--- src/rtl/mem_cfg_slave.sv ---
// Memory-mapped configuration register slave: a 3-state FSM accepts one request,
// waits ACK_LAT cycles, then commits the write or returns read data with a one-cycle ack.
module mem_cfg_slave #(
  parameter int                ADDR_W    = 8,
  parameter int                DATA_W    = 8,
  parameter int                NUM_REGS  = 4,
  parameter int                ACK_LAT   = 1,
  parameter logic [DATA_W-1:0] RESET_VAL = {DATA_W{1'b0}}
) (
  input  logic                         clk,
  input  logic                         rst,
  input  logic                         mem_sel_en,
  input  logic [ADDR_W-1:0]            mem_addr,
  input  logic [DATA_W-1:0]            mem_wr_data,
  input  logic                         mem_wr_rd_s,
  output logic [DATA_W-1:0]            mem_rd_data,
  output logic                         mem_ack,
  output logic                         mem_err,
  output logic [NUM_REGS*DATA_W-1:0]   cfg_regs,
  output logic [NUM_REGS-1:0]          cfg_wr_pulse
);

  localparam logic [3:0] CNT_LOAD = (ACK_LAT > 1) ? 4'(ACK_LAT - 2) : 4'd0;

  typedef enum logic [1:0] {IDLE = 2'd0, WAIT = 2'd1, ACK = 2'd2} state_t;

  state_t                      state_q, state_d;
  logic [3:0]                  cnt_q, cnt_d;
  logic [ADDR_W-1:0]           addr_q, addr_d;
  logic [DATA_W-1:0]           data_q, data_d;
  logic                        wr_q, wr_d;
  logic [NUM_REGS*DATA_W-1:0]  regs_q, regs_d;
  logic                        ack_q, ack_d;
  logic                        err_q, err_d;
  logic [DATA_W-1:0]           rd_q, rd_d;
  logic [NUM_REGS-1:0]         pulse_q, pulse_d;

  logic [ADDR_W-1:0]           acc_addr_s;
  logic [DATA_W-1:0]           acc_data_s;
  logic                        acc_wr_s;
  logic [NUM_REGS-1:0]         hit_s;
  logic [DATA_W-1:0]           rd_mux_s;
  logic                        in_range_s;
  logic                        enter_ack_s;

  // With ACK_LAT=1 the commit happens on the acceptance edge, so use live inputs in IDLE.
  always_comb begin
    if (state_q == IDLE) begin
      acc_addr_s = mem_addr;
      acc_data_s = mem_wr_data;
      acc_wr_s   = mem_wr_rd_s;
    end else begin
      acc_addr_s = addr_q;
      acc_data_s = data_q;
      acc_wr_s   = wr_q;
    end
  end

  // Full-width address decode; an address matching no register is out of range.
  always_comb begin
    hit_s    = {NUM_REGS{1'b0}};
    rd_mux_s = {DATA_W{1'b0}};
    for (int i = 0; i < NUM_REGS; i++) begin
      if (acc_addr_s == ADDR_W'(i)) begin
        hit_s[i] = 1'b1;
        rd_mux_s = regs_q[i*DATA_W +: DATA_W];
      end else begin
        hit_s[i] = 1'b0;
      end
    end
    in_range_s = |hit_s;
  end

  // Next-state, latency counter, and the register commit on entry to ACK.
  always_comb begin
    state_d     = state_q;
    cnt_d       = cnt_q;
    addr_d      = addr_q;
    data_d      = data_q;
    wr_d        = wr_q;
    regs_d      = regs_q;
    ack_d       = 1'b0;
    err_d       = 1'b0;
    rd_d        = {DATA_W{1'b0}};
    pulse_d     = {NUM_REGS{1'b0}};
    enter_ack_s = 1'b0;

    case (state_q)
      IDLE: begin
        if (mem_sel_en) begin
          addr_d = mem_addr;
          data_d = mem_wr_data;
          wr_d   = mem_wr_rd_s;
          if (ACK_LAT == 1) begin
            state_d     = ACK;
            enter_ack_s = 1'b1;
          end else begin
            state_d = WAIT;
            cnt_d   = CNT_LOAD;
          end
        end else begin
          state_d = IDLE;
        end
      end
      WAIT: begin
        if (cnt_q == 4'd0) begin
          state_d     = ACK;
          enter_ack_s = 1'b1;
        end else begin
          cnt_d = cnt_q - 4'd1;
        end
      end
      ACK: begin
        state_d = IDLE;
      end
      default: begin
        state_d = IDLE;
        cnt_d   = 4'd0;
      end
    endcase

    if (enter_ack_s) begin
      ack_d = 1'b1;
      if (in_range_s) begin
        if (acc_wr_s) begin
          pulse_d = hit_s;
          for (int i = 0; i < NUM_REGS; i++) begin
            if (hit_s[i]) begin
              regs_d[i*DATA_W +: DATA_W] = acc_data_s;
            end else begin
              regs_d[i*DATA_W +: DATA_W] = regs_q[i*DATA_W +: DATA_W];
            end
          end
        end else begin
          rd_d = rd_mux_s;
        end
      end else begin
        err_d = 1'b1;
      end
    end else begin
      ack_d = 1'b0;
    end
  end

  // State and output registers with synchronous reset.
  always_ff @(posedge clk) begin
    if (rst) begin
      state_q <= IDLE;
      cnt_q   <= 4'd0;
      addr_q  <= {ADDR_W{1'b0}};
      data_q  <= {DATA_W{1'b0}};
      wr_q    <= 1'b0;
      regs_q  <= {NUM_REGS{RESET_VAL}};
      ack_q   <= 1'b0;
      err_q   <= 1'b0;
      rd_q    <= {DATA_W{1'b0}};
      pulse_q <= {NUM_REGS{1'b0}};
    end else begin
      state_q <= state_d;
      cnt_q   <= cnt_d;
      addr_q  <= addr_d;
      data_q  <= data_d;
      wr_q    <= wr_d;
      regs_q  <= regs_d;
      ack_q   <= ack_d;
      err_q   <= err_d;
      rd_q    <= rd_d;
      pulse_q <= pulse_d;
    end
  end

  assign mem_ack      = ack_q;
  assign mem_err      = err_q;
  assign mem_rd_data  = rd_q;
  assign cfg_regs     = regs_q;
  assign cfg_wr_pulse = pulse_q;

endmodule

--- config.mk ---
export PLATFORM = sky130hd
export DESIGN_NAME = mem_cfg_slave
export DESIGN_NICKNAME = d
export VERILOG_FILES = /design/src/rtl/mem_cfg_slave.sv
export SDC_FILE = /design/constraint.sdc
export NUM_CORES = 1
export LEC_CHECK = 0
export BUFFER_PORTS_ARGS = -buffer_cell sky130_fd_sc_hd__buf_2
export CAP_MARGIN = 20
export CORE_MARGIN = 4
export CORE_UTILIZATION = 42
export CTS_CLUSTER_SIZE = 24
export DETAILED_ROUTE_END_ITERATION = 10
export HOLD_SLACK_MARGIN = 0.02
export PLACE_DENSITY = 0.67
export SYNTH_ARGS = -nofsm -noshare
export SYNTH_HDL_FRONTEND = slang
export SYNTH_SLANG_ARGS = --single-unit
--- constraint.sdc ---
create_clock -name clk -period 2 [get_ports clk]
set_clock_uncertainty 0.2 [all_clocks]
set_input_delay 0 -clock clk [delete_from_list [all_inputs] [get_ports clk]]
set_output_delay 0 -clock clk [all_outputs]
set_load 0.005 [all_outputs]
# Word level (Yosys, flattened, before mapping)
# Index checks and enable logic that the tools add are counted.
# totals
regBits	69
latch_bits	0
ram_bits	0
romBits	0
input_bits	20
out_inout_bits	46
wordCells	60
memories	0
# op_classes
add_sub_neg	1
multipliers	0
div	0
magnitude_cmp	0
n_eq_ne	7
n_shift	0
n_mux	21
n_bitwise	4
reduce_logical	14
# op_table
cell	n
8-bit 2-to-1 mux	6
8-bit by 2-bit equality test with 1-bit output, second input constant	2
4-bit AND reduction	4
4-bit OR reduction	3
1-bit 2-to-1 mux	9
8-bit by 1-bit equality test with 1-bit output, second input constant	1
8-bit logical NOT	1
4-bit case mux with 2 select lines	1
4-bit logical NOT	1
2-bit 2-to-1 mux	2
4-bit 2-to-1 mux	1
2-bit inequality test, second input constant	2
1-bit inverter	4
2-bit case mux with 2 select lines	1
2-bit AND reduction	2
2-bit OR reduction	2
4-bit by 1-bit subtractor with 4-bit output, second input constant	1
2-bit by 1-bit equality test with 1-bit output, second input constant	1
2-bit equality test, second input constant	1
2-bit logical NOT	1
1-bit case mux with 2 select lines	1

# Longest topological paths before layout
# Gate-level depths: netlist (run 1).
# depth
word_depth	7
depth_mapped	6
depth_no_buf	4

# Least setup slack after synthesis (run 1)
# OpenSTA, ideal clock, no wires.
# synth_timing
path_kind	register to register
from	register mem_ack (netlist name)
to	register rd_q[1], in the netlist mem_rd_data[1]
setup_time_ps	128
t_arrival_ps	1673
required_ps	1672
slack_ps	-1
path_stages_with_launch	6
path_buffers	1
synth_period_minus_slack_ps	2001
path_cell_list	dfxtp_1 > or4b_4 > o22ai_4 > and3_1 > buf_6 > a221oi_2
# synth_rtl
item	line	source
end signal: assignment	156	rd_q <= {DATA_W{1'b0}};
end signal: assignment	167	rd_q <= rd_d;
end: declaration	35	logic [DATA_W-1:0] rd_q, rd_d;

# Worst setup path in the final report (run 1)
# layout_timing
from	input port mem_addr[7]
to	register regs_q[30], in the netlist cfg_regs[30]
# layout_via
elab_chain_cells	5
word_cells_on_any_way	11
cone_classes	3 x eq/ne; 5 x mux; 3 x reduce/logical
# layout_lines
item	line	source
start: declaration	13	input logic [ADDR_W-1:0] mem_addr,
8-bit 2-to-1 mux (*)	48	if (state_q == IDLE) begin
8-bit by 1-bit equality test with 1-bit output (tied with other cells)	64	if (acc_addr_s == ADDR_W'(i)) begin
1-bit 2-to-1 mux	64	
4-bit OR reduction	71	in_range_s = |hit_s;
4-bit AND reduction (no source line) (*)	n/a	
end signal: assignment	153	regs_q <= {NUM_REGS{RESET_VAL}};
end signal: assignment	164	regs_q <= regs_d;
end: declaration	32	logic [NUM_REGS*DATA_W-1:0] regs_q, regs_d;
# Mark *: on every way between the ends. The rest lies on a longest branch, timed or not.
# A chain may end at the register's enable or synchronous reset.

==> results of run 1 <==
[logic make-up after synthesis]
logic type	after synthesis	synth area share [%]
simple gates	101	22.2
flops	63	45.5
mux	46	16.9
compound gates	45	12.2
buf+inv	21	3.20
[state kept, by name (all words and copies together) (netlist names)]
| signal | flops |
|---|---|
| cfg_regs | 32 |
| addr_q | 8 |
| data_q | 8 |
| mem_rd_data | 8 |
| mem_err | 1 |
| cfg_wr_pulse | 4 |
| wr_q | 1 |
| mem_ack | 1 |
[metal layers]
metal / wire (µm) / GRT usage, % / vias to the layer above
met5: 0 / 0 / -
met3: 359 / 3.50 / 11
met2: 3230 / 27.6 / 52
met1: 2990 / 23.0 / 1034
met4: 114 / 9.07 / 0
li1: - / - / 1137
[placed cells by master (no fill, tap or decap), drive strengths merged]
cell type / n
buf: 72
dfxtp: 63
mux2i: 40
nand2b: 34
nand2: 34
dlygate4sd3: 19
a21oi: 17
clkbuf: 11
or2: 8
inv: 8
o21ai: 7
mux2: 6
a22oi: 5
a221oi: 5
nand3: 5
nor2: 4
o22ai: 4
nor3: 3
nor2b: 3
a211oi: 3
nand3b: 2
a21o: 2
clkinvlp: 2
bufinv: 2
nor3b: 2
or4: 1
or4b: 1
and4: 1
and3: 1
nand4b: 1
o21a: 1
nand4: 1
a21boi: 1
clkinv: 1
[cell type report]
type                    instances  area share (%)
clock inverters                 5            2.20
clock buffers                  11            4.15
multi-input cells             192            39.1
well taps                      77            2.64
flip-flops and latches         63            34.6
repair buffers                 91            16.5
inverters                       8           0.823
[metrics by stage]
step	hold WS, ns	area [µm²]	power [W]
finish	0.0454	3650	0.00282
global route	0.0477	3650	0.00293
CTS	0.0351	3650	0.00285
detailed placement	0.0590	3230	0.00156
global placement	0.0499	3230	0.00156
floorplan	-0.0666	2770	0.00147
[worst paths after layout]
kind                            slack, ns  depth (start not counted)         from             end
worst max-delay path                 0.07                          7  mem_addr[7]    cfg_regs[30]
worst min-delay path                 0.05                          4  mem_wr_rd_s  mem_rd_data[6]
worst max register to register       0.10                          5    addr_q[7]    cfg_regs[30]
worst min register to register       0.25                          2    data_q[0]       data_q[0]
[timing repair]
item,4_1_cts,5_1_grt
gates resized for setup,0,2
endpoints found under the setup margin,0,40
hold endpoints to repair,59,0
buffers inserted,0,0
hold buffers,19,0
[power by group]
part           internal, W  switching (W)  total, W
Clock             0.000767       0.000493   0.00126
Combinational     0.000125       0.000144  0.000269
Sequential         0.00128      0.0000139   0.00129
[worst reg2reg max path, cell delays in order (launching register included)]
cell,delay [ns]
sky130_fd_sc_hd__dfxtp_1,0.31
sky130_fd_sc_hd__or4b_4,0.54
sky130_fd_sc_hd__o22ai_4,0.22
sky130_fd_sc_hd__buf_12,0.17
sky130_fd_sc_hd__nand3_4,0.18
sky130_fd_sc_hd__mux2i_1,0.17
==> results.sh, run 1 <==
export IMPL_outcome="completed"
export IMPL_cts_sinks=63
export IMPL_finish_utilization_pct=57.1
export IMPL_cts_root_buffer="sky130_fd_sc_hd__clkbuf_8"
export IMPL_report_final_setup_viol=0
export IMPL_power_leakage_nw=1.69
export IMPL_final_max_slew_violation_count=0
export IMPL_floorplan_initialDensity_pct=43.4
export IMPL_overflow=0
export IMPL_drv_max_cap_violation_count=0
export IMPL_timing_final_crit_period_ns=1.93
export IMPL_wl_per_cell_um=15.0
export IMPL_cp_data_required_time_ns=2.02
export IMPL_fin_tns_setup_ns=0
export IMPL_max_freq_mhz=517
export IMPL_gp_congestion=0.812
export IMPL_netlist_area_um2=2770
export IMPL_slew_headroom_pct=74.5
export IMPL_floorplan_die_width_um=89.3
export IMPL_critPathBufInv=3
export IMPL_worstHoldPathType="input port to flop"
export IMPL_powerDensity_nw_per_um2=773
export IMPL_sequential_cell_area_um2=1260
export IMPL_vias_in_the_first_global_route=2152
export IMPL_ctsHtreeMaxLevel=3
export IMPL_synthDistinctLibCells=36
export IMPL_largest_net_degree_at_the_start_of_global_routing=34
export IMPL_max_incr_delay_on_cp_ns=0.53
export IMPL_synthesis_area_per_instance_um2=10.0
export IMPL_worstPathArrival_ns=1.96
export IMPL_final_period_utilization_pct=96.7
export IMPL_io_pins=66
export IMPL_post_route_drc_count=0
export IMPL_grt_antenna_before_repair=0
export IMPL_synth_edf_count=0
export IMPL_ys_flop_type="sky130_fd_sc_hd__dfxtp_1"
export IMPL_clk_pin_slew_ns=0.07
export IMPL_synth_warnings=0
export IMPL_synth_seq_cells=63
export IMPL_worstPathCellList="dlygate4sd3_1, buf_2, or4_4, o22ai_4, buf_12, nand3_4, mux2i_1"
export IMPL_final_antenna_net_count=0
export IMPL_die_footprint_um2=7970
export IMPL_drt_total_wl_um=6690
export IMPL_clkLatencyLatePin_ns=0.33
export IMPL_worst_path_max_delay_cell="sky130_fd_sc_hd__dlygate4sd3_1"
export IMPL_total_of_fill_cells_in_the_finished_design=580
export IMPL_synthesis_nets=296
export IMPL_synth_largest_area_cell="sky130_fd_sc_hd__dfxtp_1"
export IMPL_timing_worst_slew_pin_value_ns=0.382
export IMPL_timing_final_ws_setup_ns=0.0666
export IMPL_cp_start_kind="input port"
export IMPL_place_detailed_instances=414
export IMPL_synth_top_area_share_pct=45.5
export IMPL_cp_top_family="buffers and inverters"
export IMPL_dr_iter_0_viols=91
export IMPL_globalRouteTotalUtil_pct=17.6
export IMPL_final_hold_violation_count=0
export IMPL_drt_pre_antenna_iters=4
export IMPL_route_detailed_vias_per_inst=5.00
export IMPL_syn_to_final_growth_pct=31.5
export IMPL_place_worst_setup_slack_ns=0.0741
export IMPL_area_of_the_multi_input_gates_um2=1430
export IMPL_post_synth_main_area_contributors="sky130_fd_sc_hd__dfxtp_1 (45%), sky130_fd_sc_hd__mux2i_1 (14%), sky130_fd_sc_hd__nand2b_1 (7.7%), sky130_fd_sc_hd__nand2_1 (4.6%), sky130_fd_sc_hd__a21oi_1 (3.1%)"
export IMPL_worst_setup_path_type="input port to flop"
export IMPL_ys_top_cells_by_count="sky130_fd_sc_hd__dfxtp_1 (63), sky130_fd_sc_hd__mux2i_1 (40), sky130_fd_sc_hd__nand2_1 (34), sky130_fd_sc_hd__nand2b_1 (34), sky130_fd_sc_hd__a21oi_1 (17)"
export IMPL_synth_async_reset_ratio_pct=0
export IMPL_floorplan_rows=29
export IMPL_ctsLongestPathBuffers=2
export IMPL_tritoncts="yes"
export IMPL_drive_gt1_share_pct=32.2
export IMPL_cp_end_kind="flop"
export IMPL_vdd_drop_max_v=0.000446
export IMPL_number_of_nets_in_the_layout=385
export IMPL_antenna_cells_inserted=0
export IMPL_grt_setup_unrepaired="false"
export IMPL_grt_first_pass_wirelength_um=10600
export IMPL_synth_most_common_cell="sky130_fd_sc_hd__dfxtp_1"
export IMPL_die_height_um=89.3
export IMPL_dpl_hpwl_um=4640
export IMPL_layoutNonFillerInstCount=447
export IMPL_i_o_buffers=65
export IMPL_synthCells=276
export IMPL_ys_seq_area_share_pct=45.5
export IMPL_fp_coreArea_um2=6390
export IMPL_via_count=2234
export IMPL_cts_inserted_buffers=9
export IMPL_cp_max_fo=8
(Power assumes the default switching activity.)
==> run 2, diff against run 1 <==
--- a/config.mk
+++ b/config.mk
@@ -12,7 +12,7 @@
 export CTS_CLUSTER_SIZE = 24
 export DETAILED_ROUTE_END_ITERATION = 10
 export HOLD_SLACK_MARGIN = 0.02
-export PLACE_DENSITY = 0.67
+export PLACE_DENSITY = 0.65
 export SYNTH_ARGS = -nofsm -noshare
 export SYNTH_HDL_FRONTEND = slang
 export SYNTH_SLANG_ARGS = --single-unit
==> constraint.sdc (replaced) <==
create_clock -name clk -period 1.87 [get_ports clk]
set_clock_uncertainty 0.2 [all_clocks]
set_input_delay 0 -clock clk [delete_from_list [all_inputs] [get_ports clk]]
set_output_delay 0 -clock clk [all_outputs]
set_load 0.005 [all_outputs]
==> run 2 against run 1 <==
Compared with the run above:
- worst hold slack improved by 0.012 ns
- the run now ends with setup timing left
- highest routed layer unchanged
- clock power about the same
- setup slack lost 0.097 ns
- cell count up 0.89%
==> results.sh, run 2 (synthesized netlist as in run 1, its figures left out) <==
export IMPL_report_final_setup_viol=5
export IMPL_fp_coreArea_um2=6390
export IMPL_floorplan_rows=29
export IMPL_ctsHtreeMaxLevel=3
export IMPL_final_hold_violation_count=0
export IMPL_worst_path_max_delay_cell="sky130_fd_sc_hd__or4b_4"
export IMPL_post_route_drc_count=0
export IMPL_post_cts_repair_setup_buffers=0
export IMPL_cts_inserted_buffers=9
export IMPL_final_period_utilization_pct=102
export IMPL_timing_final_ws_setup_ns=-0.0300
export IMPL_grt_antenna_before_repair=0
export IMPL_leading_cell_types_in_the_layout_fill_and_taps_excluded="sky130_fd_sc_hd__buf_2 (65), sky130_fd_sc_hd__dfxtp_1 (62), sky130_fd_sc_hd__mux2i_1 (40), sky130_fd_sc_hd__nand2b_1 (34), sky130_fd_sc_hd__nand2_1 (34)"
export IMPL_total_switching_power_w=0.000678
export IMPL_hold_slack_ns=0.0578
export IMPL_layoutNonFillerInstCount=451
export IMPL_route_detailed_vias_per_inst=5.02
export IMPL_grt_first_pass_wirelength_um=11300
export IMPL_worstHoldPathType="input port to flop"
export IMPL_drt_total_wl_um=7020
export IMPL_timing_final_crit_period_ns=1.90
export IMPL_tritoncts="yes"
export IMPL_cellInternalPower_w=0.00222
export IMPL_dr_iter_0_viols=64
export IMPL_power_leakage_nw=1.70
export IMPL_max_freq_mhz=526
export IMPL_overflow=0
export IMPL_drt_pre_antenna_iters=4
export IMPL_postLayoutCellArea_um2=3650
export IMPL_seq_power_share_pct=47.6
export IMPL_slew_headroom_pct=66.5
export IMPL_clk_pin_slew_ns=0.07
export IMPL_cp_data_required_time_ns=1.92
export IMPL_largest_register_ffs=32
export IMPL_drive_gt1_share_pct=33.7
export IMPL_clkLatencyLatePin_ns=0.33
export IMPL_critPathBufInv=1
export IMPL_gp_congestion=0.810
export IMPL_worstPathCellList="or4b_4, o22ai_4, buf_12, nand4b_4, a211oi_2"
export IMPL_outcome="finished with violations"
export IMPL_cp_top_family="simple AND/OR/NAND/NOR gates"
export IMPL_finish_utilization_pct=57.2
export IMPL_sequential_cell_area_um2=1260
export IMPL_i_o_buffers=65
export IMPL_total_of_fill_cells_in_the_finished_design=577
export IMPL_drv_max_cap_violation_count=0
export IMPL_die_footprint_um2=7970
export IMPL_cp_start_kind="flop"
export IMPL_vdd_drop_max_v=0.000377
export IMPL_grt_setup_unrepaired="true"
export IMPL_ctsLongestPathBuffers=2
export IMPL_final_antenna_net_count=0
export IMPL_use_met3_pct=3.23
export IMPL_worst_setup_path_type="flop to flop"
export IMPL_failed_checks="setup timing"
export IMPL_timing_worst_slew_pin_value_ns=0.503
export IMPL_postPlaceCellArea_um2=3240
export IMPL_via_count=2266
export IMPL_clock_power_share_pct=42.3
export IMPL_cts_sinks=63
export IMPL_floorplan_initialDensity_pct=43.4
export IMPL_floorplan_die_width_um=89.3
export IMPL_worstPathArrival_ns=1.95
export IMPL_sw_frac_of_total_pct=23.4
export IMPL_dpl_hpwl_um=4880
export IMPL_cp_max_fo=8
export IMPL_place_detailed_instances=416
export IMPL_globalRouteMet1Util_pct=25.5
export IMPL_antenna_cells_inserted=0
export IMPL_vias_in_the_first_global_route=2228
export IMPL_place_worst_setup_slack_ns=-0.0164
export IMPL_globalRouteTotalUtil_pct=18.8
export IMPL_mostFrequentLayoutCell="sky130_fd_sc_hd__buf_2"
export IMPL_number_of_nets_in_the_layout=389
export IMPL_syn_to_final_growth_pct=31.7
export IMPL_grt_most_used_layer="met2"
export IMPL_largest_net_degree_at_the_start_of_global_routing=58
export IMPL_area_of_the_multi_input_gates_um2=1440
export IMPL_powerDensity_nw_per_um2=794
export IMPL_wl_per_cell_um=15.6
export IMPL_io_pins=66
export IMPL_final_max_slew_violation_count=0
export IMPL_p_comb_share_pct=10.1
export IMPL_grt_util_met2_pct=29.7
export IMPL_cp_end_kind="flop"
export IMPL_die_height_um=89.3
export IMPL_cts_root_buffer="sky130_fd_sc_hd__clkbuf_8"
export IMPL_max_incr_delay_on_cp_ns=0.54
[run 2: changes by cell type in the layout (fill, tap and decap cells not counted), sizes merged]
cell and change:
clkinvlp -2, buf +4, clkinv +1, clkbuf +2
bufinv -1
[run 2: power by group through the flow]
stage               Sequential, W  Combinational, W  Clock [W]
finish                    0.00138          0.000294    0.00123
global placement          0.00141          0.000257          0
global route              0.00138          0.000323    0.00130
CTS                       0.00138          0.000290    0.00124
detailed placement        0.00141          0.000260          0
floorplan                 0.00141          0.000166          0
[run 2: stage by stage]
stage	total power, W	TNS, ns
finish	0.00290	-0.0493
global route	0.00301	-0.723
CTS	0.00292	-0.0643
detailed placement	0.00167	-0.0286
global placement	0.00167	0
floorplan	0.00158	-0.292
[run 2: final timing paths]
check / from / endpoint / slack, ns / cells after the start
max reg2reg: addr_q[6] / mem_rd_data[0] / -0.03 / 5
min reg2reg: data_q[3] / data_q[3] / 0.25 / 2
max: addr_q[6] / mem_rd_data[0] / -0.03 / 5
min: mem_wr_rd_s / mem_rd_data[7] / 0.06 / 4
[run 2: area by class of cell]
type                            count  area share (%)
Multi-Input combinational cell    192            39.5
Timing Repair Buffer               95            16.7
Inverter                            8           0.822
Tap cell                           77            2.64
Clock inverter                      3            1.10
Sequential cell                    63            34.6
Clock buffer                       13            4.62
[run 2: worst reg2reg max path: stages, from the launching register on]
cell	delay [ns]
sky130_fd_sc_hd__dfxtp_1	0.31
sky130_fd_sc_hd__or4b_4	0.54
sky130_fd_sc_hd__o22ai_4	0.13
sky130_fd_sc_hd__buf_12	0.16
sky130_fd_sc_hd__nand4b_4	0.22
sky130_fd_sc_hd__a211oi_2	0.26
[run 2: per-layer routing]
metal / vias to the layer above / part of all wire [%]
li1: 1140 / -
met1: 1069 / 47
met2: 48 / 48
met3: 9 / 4.4
met4: 0 / 1.3
met5: - / 0
[run 2: what timing repair did]
| action | 4_1_cts | 5_1_grt |
|---|---|---|
| hold buffers | 19 | 0 |
| gates resized for setup | 0 | 2 |
| setup endpoints to repair | 4 | 30 |
| pin swaps | 0 | 1 |
| hold endpoints to repair | 59 | 0 |
